`config.mk`:
```
export PLATFORM = sky130hd
export DESIGN_NAME = uart_receiver
export DESIGN_NICKNAME = d
export VERILOG_FILES = /design/src/rtl/uart_receiver.sv
export SDC_FILE = /design/constraint.sdc
export NUM_CORES = 1
export LEC_CHECK = 0
export BUFFER_PORTS_ARGS = -buffer_cell sky130_fd_sc_hd__buf_2
export CORE_ASPECT_RATIO = 2
export CORE_MARGIN = 8
export CORE_UTILIZATION = 35
export DETAILED_ROUTE_END_ITERATION = 7
export SLEW_MARGIN = 40
export SYNTH_ARGS = -nofsm -noshare
export SYNTH_HDL_FRONTEND = slang
export SYNTH_SLANG_ARGS = --single-unit
```
`constraint.sdc`:
```
create_clock -name clock -period 3 [get_ports clock]
set_input_delay 0.3 -clock clock [delete_from_list [all_inputs] [get_ports clock]]
set_output_delay 0.3 -clock clock [all_outputs]
set_load 0.01 [all_outputs]
```
`src/rtl/uart_receiver.sv`:
```
// -----------------------------------------------------------------------------
// uart_receiver
//   8N1 UART receiver with a first-word fall-through receive FIFO.
//   The serial line is double-flopped.
//   The receive FSM (IDLE, START, DATA, STOP, WAIT_IDLE) samples each bit at
//   its centre using a down-counter.
//   Good frames are pushed into the FIFO.
//   Bad stop bits and FIFO overflows are reported as one-cycle pulses.
//
// Parameters
//   clk_per_bit : clock cycles per UART bit (4..65535)
//   fifo_depth  : receive FIFO entries (power of 2, 2..16)
//
// Ports
//   clock       : single rising-edge clock
//   reset       : asynchronous active-low reset
//   uart_rx     : asynchronous serial input, idles high
//   data        : byte at the FIFO head
//   valid       : FIFO non-empty
//   ready       : consumer pop request (pop when valid && ready)
//   frame_error : one-cycle pulse on a bad stop bit
//   overrun     : one-cycle pulse when a good byte is dropped (FIFO full)
// -----------------------------------------------------------------------------
module uart_receiver #(
    parameter int clk_per_bit = 217,
    parameter int fifo_depth  = 4
) (
    input  logic       clock,
    input  logic       reset,
    input  logic       uart_rx,
    output logic [7:0] data,
    output logic       valid,
    input  logic       ready,
    output logic       frame_error,
    output logic       overrun
);

    localparam int CW   = $clog2(clk_per_bit + 1);
    localparam int AW   = $clog2(fifo_depth);
    localparam int OCCW = AW + 1;

    localparam logic [CW-1:0]   HALF_BIT = CW'(clk_per_bit / 2);
    localparam logic [CW-1:0]   FULL_BIT = CW'(clk_per_bit);
    localparam logic [CW-1:0]   CNT_ONE  = CW'(1);
    localparam logic [OCCW-1:0] OCC_FULL = OCCW'(fifo_depth);
    localparam logic [OCCW-1:0] OCC_ONE  = OCCW'(1);
    localparam logic [OCCW-1:0] OCC_ZERO = OCCW'(0);
    localparam logic [AW-1:0]   PTR_ONE  = AW'(1);

    typedef enum logic [2:0] {
        S_IDLE      = 3'd0,
        S_START     = 3'd1,
        S_DATA      = 3'd2,
        S_STOP      = 3'd3,
        S_WAIT_IDLE = 3'd4
    } state_t;

    state_t          state_q, state_d;
    logic [CW-1:0]   cnt_q, cnt_d;
    logic [2:0]      bit_q, bit_d;
    logic [7:0]      shift_q, shift_d;
    logic            rx_meta_q, rx_s_q;
    logic            cnt_expire_s;
    logic            push_s;
    logic            ferr_s;

    logic [7:0]      mem_q [fifo_depth];
    logic [AW-1:0]   wr_ptr_q, rd_ptr_q;
    logic [OCCW-1:0] occ_q, occ_d;
    logic            full_s, pop_s, wr_en_s, ovr_s;
    logic            frame_error_q, overrun_q;

    // Two-flop synchronizer; resets to the idle (high) line level.
    always_ff @(posedge clock or negedge reset) begin
        if (!reset) begin
            rx_meta_q <= 1'b1;
            rx_s_q    <= 1'b1;
        end else begin
            rx_meta_q <= uart_rx;
            rx_s_q    <= rx_meta_q;
        end
    end

    // The counter is reloaded with a non-zero value, so "expired" means the
    // final cycle of the interval; <= also guards against an underflow.
    assign cnt_expire_s = (cnt_q <= CNT_ONE);

    // Receive FSM state, bit timer, bit index and shift register.
    always_ff @(posedge clock or negedge reset) begin
        if (!reset) begin
            state_q <= S_IDLE;
            cnt_q   <= '0;
            bit_q   <= 3'd0;
            shift_q <= 8'h00;
        end else begin
            state_q <= state_d;
            cnt_q   <= cnt_d;
            bit_q   <= bit_d;
            shift_q <= shift_d;
        end
    end

    // Receive FSM next-state logic and push / framing-error decisions.
    always_comb begin
        state_d = state_q;
        cnt_d   = cnt_q;
        bit_d   = bit_q;
        shift_d = shift_q;
        push_s  = 1'b0;
        ferr_s  = 1'b0;
        case (state_q)
            S_IDLE: begin
                if (!rx_s_q) begin
                    state_d = S_START;
                    cnt_d   = HALF_BIT;
                end else begin
                    state_d = S_IDLE;
                end
            end
            S_START: begin
                if (cnt_expire_s) begin
                    if (rx_s_q) begin
                        // Line back high at the start-bit centre: glitch.
                        state_d = S_IDLE;
                    end else begin
                        state_d = S_DATA;
                        cnt_d   = FULL_BIT;
                        bit_d   = 3'd0;
                    end
                end else begin
                    cnt_d = cnt_q - CNT_ONE;
                end
            end
            S_DATA: begin
                if (cnt_expire_s) begin
                    // LSB first: shift in at the top, the first bit lands in bit 0.
                    shift_d = {rx_s_q, shift_q[7:1]};
                    cnt_d   = FULL_BIT;
                    if (bit_q == 3'd7) begin
                        state_d = S_STOP;
                    end else begin
                        bit_d = bit_q + 3'd1;
                    end
                end else begin
                    cnt_d = cnt_q - CNT_ONE;
                end
            end
            S_STOP: begin
                if (cnt_expire_s) begin
                    if (rx_s_q) begin
                        push_s  = 1'b1;
                        state_d = S_IDLE;
                    end else begin
                        ferr_s  = 1'b1;
                        state_d = S_WAIT_IDLE;
                    end
                end else begin
                    cnt_d = cnt_q - CNT_ONE;
                end
            end
            S_WAIT_IDLE: begin
                // A line still low after a framing error is not a start bit.
                if (rx_s_q) begin
                    state_d = S_IDLE;
                end else begin
                    state_d = S_WAIT_IDLE;
                end
            end
            default: begin
                state_d = S_IDLE;
            end
        endcase
    end

    // The FIFO can accept a push when full only if a pop frees a slot
    // in the same cycle. Pops need valid, so an empty FIFO never bypasses.
    assign full_s  = (occ_q == OCC_FULL);
    assign valid   = (occ_q != OCC_ZERO);
    assign pop_s   = valid && ready;
    assign wr_en_s = push_s && (!full_s || pop_s);
    assign ovr_s   = push_s && full_s && !pop_s;
    assign data    = mem_q[rd_ptr_q];

    // FIFO occupancy update.
    always_comb begin
        occ_d = occ_q;
        case ({wr_en_s, pop_s})
            2'b10:   occ_d = occ_q + OCC_ONE;
            2'b01:   occ_d = occ_q - OCC_ONE;
            default: occ_d = occ_q;
        endcase
    end

    // FIFO storage, pointers (wrap modulo depth) and occupancy.
    always_ff @(posedge clock or negedge reset) begin
        if (!reset) begin
            for (int i = 0; i < fifo_depth; i++) begin
                mem_q[i] <= 8'h00;
            end
            wr_ptr_q <= '0;
            rd_ptr_q <= '0;
            occ_q    <= OCC_ZERO;
        end else begin
            if (wr_en_s) begin
                mem_q[wr_ptr_q] <= shift_q;
                wr_ptr_q        <= wr_ptr_q + PTR_ONE;
            end
            if (pop_s) begin
                rd_ptr_q <= rd_ptr_q + PTR_ONE;
            end
            occ_q <= occ_d;
        end
    end

    // Registered error pulses.
    always_ff @(posedge clock or negedge reset) begin
        if (!reset) begin
            frame_error_q <= 1'b0;
            overrun_q     <= 1'b0;
        end else begin
            frame_error_q <= ferr_s;
            overrun_q     <= ovr_s;
        end
    end

    assign frame_error = frame_error_q;
    assign overrun     = overrun_q;

endmodule

```
* Word level (Yosys, flattened, before mapping) *
Index checks and enable logic that the tools add are counted.

storage, ports and cells
  input port bits = 4
  logic and storage cells = 93
  output and inout port bits = 11
  register bits = 65

cells by class
  bitwise operators = 2
  reduce and logical (&&, ||, !) cells = 17
  equal/unequal tests = 17
  magnitude comparators = 4
  $add $sub $neg = 6
  multiplexer cells = 32

operators by type and width
  cell                                                                    number
  8-bit two-way mux                                                       8
  32-bit bitwise mux                                                      1
  8-bit case mux with 4 select lines                                      1
  3-bit two-way mux                                                       9
  8-bit binary-select mux with 2-bit select                               1
  8-bit demux with 2-bit select                                           1
  2-bit != test (second input constant)                                   8
  3-bit case mux with 5 select lines                                      1
  3-bit case mux with 2 select lines                                      2
  3-bit == test (second input constant)                                   3
  8-bit by 1-bit <= comparator with 1-bit output (second input constant)  1
  4-bit AND reduction                                                     2
  8-bit by 1-bit subtractor with 8-bit output (second input constant)     1
  1-bit two-way mux                                                       7
  3-bit by 1-bit adder with 3-bit output (second input constant)          2
  3-bit by 2-bit == test with 1-bit output (second input constant)        2
  3-bit greater-or-equal comparator (second input constant)               2
  2-bit inverter with 3-bit output                                        2
  1-bit logical AND                                                       5
  5-bit AND reduction                                                     1
  2-bit by 1-bit adder with 2-bit output (second input constant)          2
  2-bit nonzero test                                                      2
  4-bit nonzero test                                                      1
  3-bit by 1-bit == test with 1-bit output (second input constant)        1
  11 further kinds                                                        12

* Logic depth before layout (Yosys ltp) *
  depth after elaboration = 6
  gate-level depth with buffers = 10
  mapped depth without buffers = 9

* Worst setup path before layout *
Ideal clock, no wire load.

  path kind = register to register
  start = register rx_s_q
  end = register occ_q[2]
  data arrival time = 2.375 ns
  slack = 0.543 ns
  library setup time = 0.083 ns
  cell stages (with the launch flop) = 11
  path through = dfstp_2 > clkbuf_1 > and4b_1 > buf_4 > and4_1 > buf_2 > nor2_1 > fa_1 > nor4b_1 > a211oi_1 > o21ai_0

on the way
  longest elaborated chain between the ends = 6
  elaborated cells between the ends (all ways) = 8
  those cells by class = eq/ne: 2; mux: 4; reduce/logical: 2

ends and longest elaborated chain
  element                                                                           line  RTL
  from (decl)                                                                       62    logic rx_meta_q, rx_s_q;
  from (signal assigned)                                                            80    rx_s_q <= rx_meta_q;
  1-bit two-way mux *                                                               150   if (rx_s_q) begin
  1-bit two-way mux *                                                               149   if (cnt_expire_s) begin
  1-bit two-way mux *                                                               111   case (state_q)
  1-bit logical AND *                                                               180   assign wr_en_s = push_s && (!full_s || pop_s);
  2-bit by 1-bit == test with 1-bit output / 2-bit == test (equally long branches)  187   case ({wr_en_s, pop_s})
  3-bit case mux with 2 select lines / 2-bit nonzero test (equally long branches)   -
  to (signal assigned)                                                              202   occ_q <= OCC_ZERO;
  to (signal assigned)                                                              211   occ_q <= occ_d;
  to (decl)                                                                         69    logic [OCCW-1:0] occ_q, occ_d;

Every way passes the cells marked *; elsewhere a longest branch is shown, timed or not.
A chain may end at the register's enable or synchronous reset.

* Worst setup path in the final report *
  start = register cnt_q[0]
  end = register occ_q[1]

on the way
  longest elaborated chain between the ends = 6
  elaborated cells between the ends (all ways) = 8
  those cells by class = order compare: 1; eq/ne: 2; mux: 3; reduce/logical: 2

ends and longest elaborated chain
  element                                                                           line  RTL
  from (decl)                                                                       59    logic [CW-1:0] cnt_q, cnt_d;
  from (signal assigned)                                                            97    cnt_q <= cnt_d;
  8-bit by 1-bit <= comparator with 1-bit output *                                  86    assign cnt_expire_s = (cnt_q <= CNT_ONE);
  1-bit two-way mux *                                                               149
  1-bit two-way mux *                                                               111
  1-bit logical AND *                                                               180
  2-bit by 1-bit == test with 1-bit output / 2-bit == test (equally long branches)  187
  3-bit case mux with 2 select lines *                                              187
  named net occ_d[1]                                                                69

Mark *: on every way through the listed nets, which the timed path passes. The rest lies on a longest branch.

==> results.sh <==
export IMPL_slew_limit_headroom=0.5582
export IMPL_crit_chain="inv_1, ha_1, or2_2, and4_1, nor2_1, fa_1, o221a_2, o221a_2"
export IMPL_crit_required_ns=3.22
export IMPL_grt_first_pass_wirelength_um=12170
export IMPL_wire_per_inst_um=18.01
export IMPL_gp_congestion=0.8812
export IMPL_io_buffers=14
export IMPL_grt_pass1_vias=2440
export IMPL_syn_mean_instance_area_um2=12.46
export IMPL_reg2reg_to="occ_q[1]$_DFFE_PN0P_"
export IMPL_rsz0062_at_grt="false"
export IMPL_outcome="finished, final reports clean"
export IMPL_ir_worst_vdd_uv=271.6
export IMPL_yosys_warnings=0
export IMPL_chipWidth_um=85.20
export IMPL_critPathSlowestCell="fa_1"
export IMPL_track_usage=0.1186
export IMPL_maxSlewViolCount=0
export IMPL_tns_ns=0
export IMPL_min_period_over_period=0.8573
export IMPL_power_leakage_uw=0.001791
export IMPL_antenna_found_initial=0
export IMPL_synth_distinct_cells=63
export IMPL_crit_start="cnt_q[0]$_DFFE_PN0P_"
export IMPL_root_buffer="clkbuf_16"
export IMPL_numCtsBuffers=9
export IMPL_ys_async_sr_fraction=1.000
export IMPL_synthesis_instances=269
export IMPL_firstDrtPassIters=4
export IMPL_max_freq_mhz=388.8
export IMPL_nNetsFinal=302
export IMPL_n_fill_cell=865
export IMPL_clock_latency_ns=0.33
export IMPL_cts_clk_slew_worst_paths_ns=0.06
export IMPL_initial_utilization=0.3596
export IMPL_post_cts_buffers=0
export IMPL_crit_path_end="occ_q[1]$_DFFE_PN0P_"
export IMPL_drt_initial_drc_count=102
export IMPL_grt_max_degree=42
export IMPL_cts_tree="built"
export IMPL_synth_seq_cells=65
export IMPL_cp_arrival_ns=2.79
export IMPL_worstReg2RegStart="cnt_q[0]$_DFFE_PN0P_"
export IMPL_antenna_left=0
export IMPL_htreeDepth=3
export IMPL_reg2reg_slack_ns=0.43
export IMPL_netlist_area_um2=3352
export IMPL_setup_viol=0
export IMPL_hold_class="primary input to flip-flop"
export IMPL_finalHoldViolations=0
export IMPL_clk_path_buf_depth=2
export IMPL_pin_count=15
export IMPL_tightestPinTransition_ns=0.6627
export IMPL_grt_overflow=0
export IMPL_drv_cap=0
export IMPL_synth_ff_type="dfrtp_1"
export IMPL_path_max_fanout=7
export IMPL_row_count=50
export IMPL_synth_seq_area_share=0.4860
export IMPL_core_um2=9321
export IMPL_worst_slack_ns=0.4280
export IMPL_drive_above_1_share=0.3571
export IMPL_synth_edf_count=0
export IMPL_synthesis_nets=282
export IMPL_drc=0
export IMPL_hpwl_um=5257
export IMPL_diodes=0
export IMPL_critical_path_max_stage_delay_ns=0.45
export IMPL_vias=2242
export IMPL_worstSetupPathType="flip-flop to flip-flop"
export IMPL_areaGrowthSynthToFinish_pct=15.42
export IMPL_critPathCaptureType="flip-flop"
export IMPL_cpMostUsedCell="o221a_2"
export IMPL_clock_sinks=65
export IMPL_die_area_um2=13150
export IMPL_final_common_cell="dfrtp_1"
export IMPL_p_per_area_nw_per_um2=515.2
export IMPL_r2r_cells=8
export IMPL_final_cell_mix="dfrtp_1, mux2_2, nor2_1"
export IMPL_dpl_worst_slack_ns=0.4612
export IMPL_layout_min_cycle_time_ns=2.572
export IMPL_startpoint_type="flip-flop"
export IMPL_fin_skew_ns=0.008333
export IMPL_wl_um=7166
export IMPL_avgViaCountPerCell=5.633
export IMPL_die_h_um=154.4
[sequential cells by signal, indices dropped and copies added, names as in the netlist]
| register | flops |
|---|---|
| mem_q | 32 |
| cnt_q | 8 |
| shift_q | 8 |
| bit_q | 3 |
| occ_q | 3 |
| state_q | 3 |
| rd_ptr_q | 2 |
| wr_ptr_q | 2 |
| frame_error | 1 |
| overrun | 1 |
| rx_meta_q | 1 |
| rx_s_q | 1 |
[worst max-delay path: cells and delay by family (launching register included)]
| kind | cells | cell delay, ns |
|---|---|---|
| buffers and inverters | 1 | 0.10 |
| AO/OA/AOI/OAI | 2 | 0.38 |
| adder cells (fa/ha/maj) | 2 | 0.71 |
| AND/OR/NAND/NOR | 3 | 0.82 |
| flip-flops | 1 | 0.44 |
[synth_stat cells, types with 3 or more instances]
library cell  count  area, um^2
nand2_1          11       41.29
nor2_1           15       56.30
nand4_1           3       18.77
o21ai_0           3       15.01
nand2b_1          5       31.28
a21oi_1           6       30.03
nand3_1           5       25.02
dfrtp_1          63        1577
xnor2_1           4       35.03
buf_2             3       15.01
nor4_1            4       25.02
ha_1              8       100.1
a211oi_1          4       30.03
inv_1            13       48.80
mux2_2           41       461.7
mux4_2            8       180.2
clkbuf_1          7       26.28
o22ai_1           5       31.28
[power breakdown]
| part | total (uW) | leakage (uW) | switching (uW) | internal, uW |
|---|---|---|---|---|
| logic | 29.0 | 0.000759 | 22.5 | 6.44 |
| clock network | 1080 | 0.000154 | 421 | 661 |
| registers | 881 | 0.000877 | 2.12 | 879 |
| total | 1990 | 0.00179 | 446 | 1550 |
[worst min-delay path by stage]
| stage | slack (ns) | cells past startpoint | from | to |
|---|---|---|---|---|
| 2_1_floorplan | 0.004 | 0 | reset | bit_q[0]$_DFFE_PN0P_ |
| 3_3_place_gp | 0.35 | 0 | rx_meta_q$_DFF_PN1_ | rx_s_q$_DFF_PN1_ |
| 6_report | 0.07 | 1 | uart_rx | rx_meta_q$_DFF_PN1_ |
| 3_5_place_dp | 0.32 | 1 | reset | mem_q[22]$_DFFE_PN0P_ |
| 5_1_grt | 0.06 | 1 | uart_rx | rx_meta_q$_DFF_PN1_ |
| 4_1_cts | 0.05 | 1 | uart_rx | rx_meta_q$_DFF_PN1_ |
[cells by family (layout without fill, tap and decap cells)]
group                    Yosys count  count (layout)  synth area share
multiplexers                      53              53            0.2042
buffers and inverters             28              53           0.03733
AO/OA/AOI/OAI                     41              41           0.09482
flip-flops                        65              65            0.4860
AND/OR/NAND/NOR                   69              69            0.1314
adder cells (fa/ha/maj)            9               9           0.03584
XOR/XNOR                           4               4           0.01045
[layout make-up]
type                            instances  area, um^2  area share
Sequential cell                        65        1629      0.4211
Timing Repair Buffer                   24       150.1     0.03881
Multi-Input combinational cell        176        1598      0.4130
Clock inverter                          7       87.58     0.02264
Inverter                               13       48.80     0.01261
Clock buffer                            9       225.2     0.05821
Tap cell                              104       130.1     0.03364
[layer usage]
metal | global-route usage | wire, um
met2 | 0.2200 | 4096
met4 | 0.06764 | 180
met5 | 0 | 0
met3 | 0.02972 | 221
met1 | 0.1137 | 2667
[repair_timing]
item | CTS | global route
setup endpoints to repair | 0 | 0
hold endpoints to repair | 37 | 0
hold buffers | 1 | 0
gates resized for setup | 0 | 0
[per-stage QoR]
step             util  total power (uW)  hold WS [ns]  cells  instance area [um^2]
2_1_floorplan       -             902.6      0.004409    269                  3352
3_3_place_gp   0.3801             926.0        0.3466    381                  3543
3_5_place_dp   0.3804             927.1        0.3159    381                  3546
4_1_cts        0.4150              2019       0.05402    398                  3869
5_1_grt        0.4150              2061       0.06394    398                  3869
6_report       0.4150              1993       0.07009    398                  3869
(Power assumes the default switching activity.)
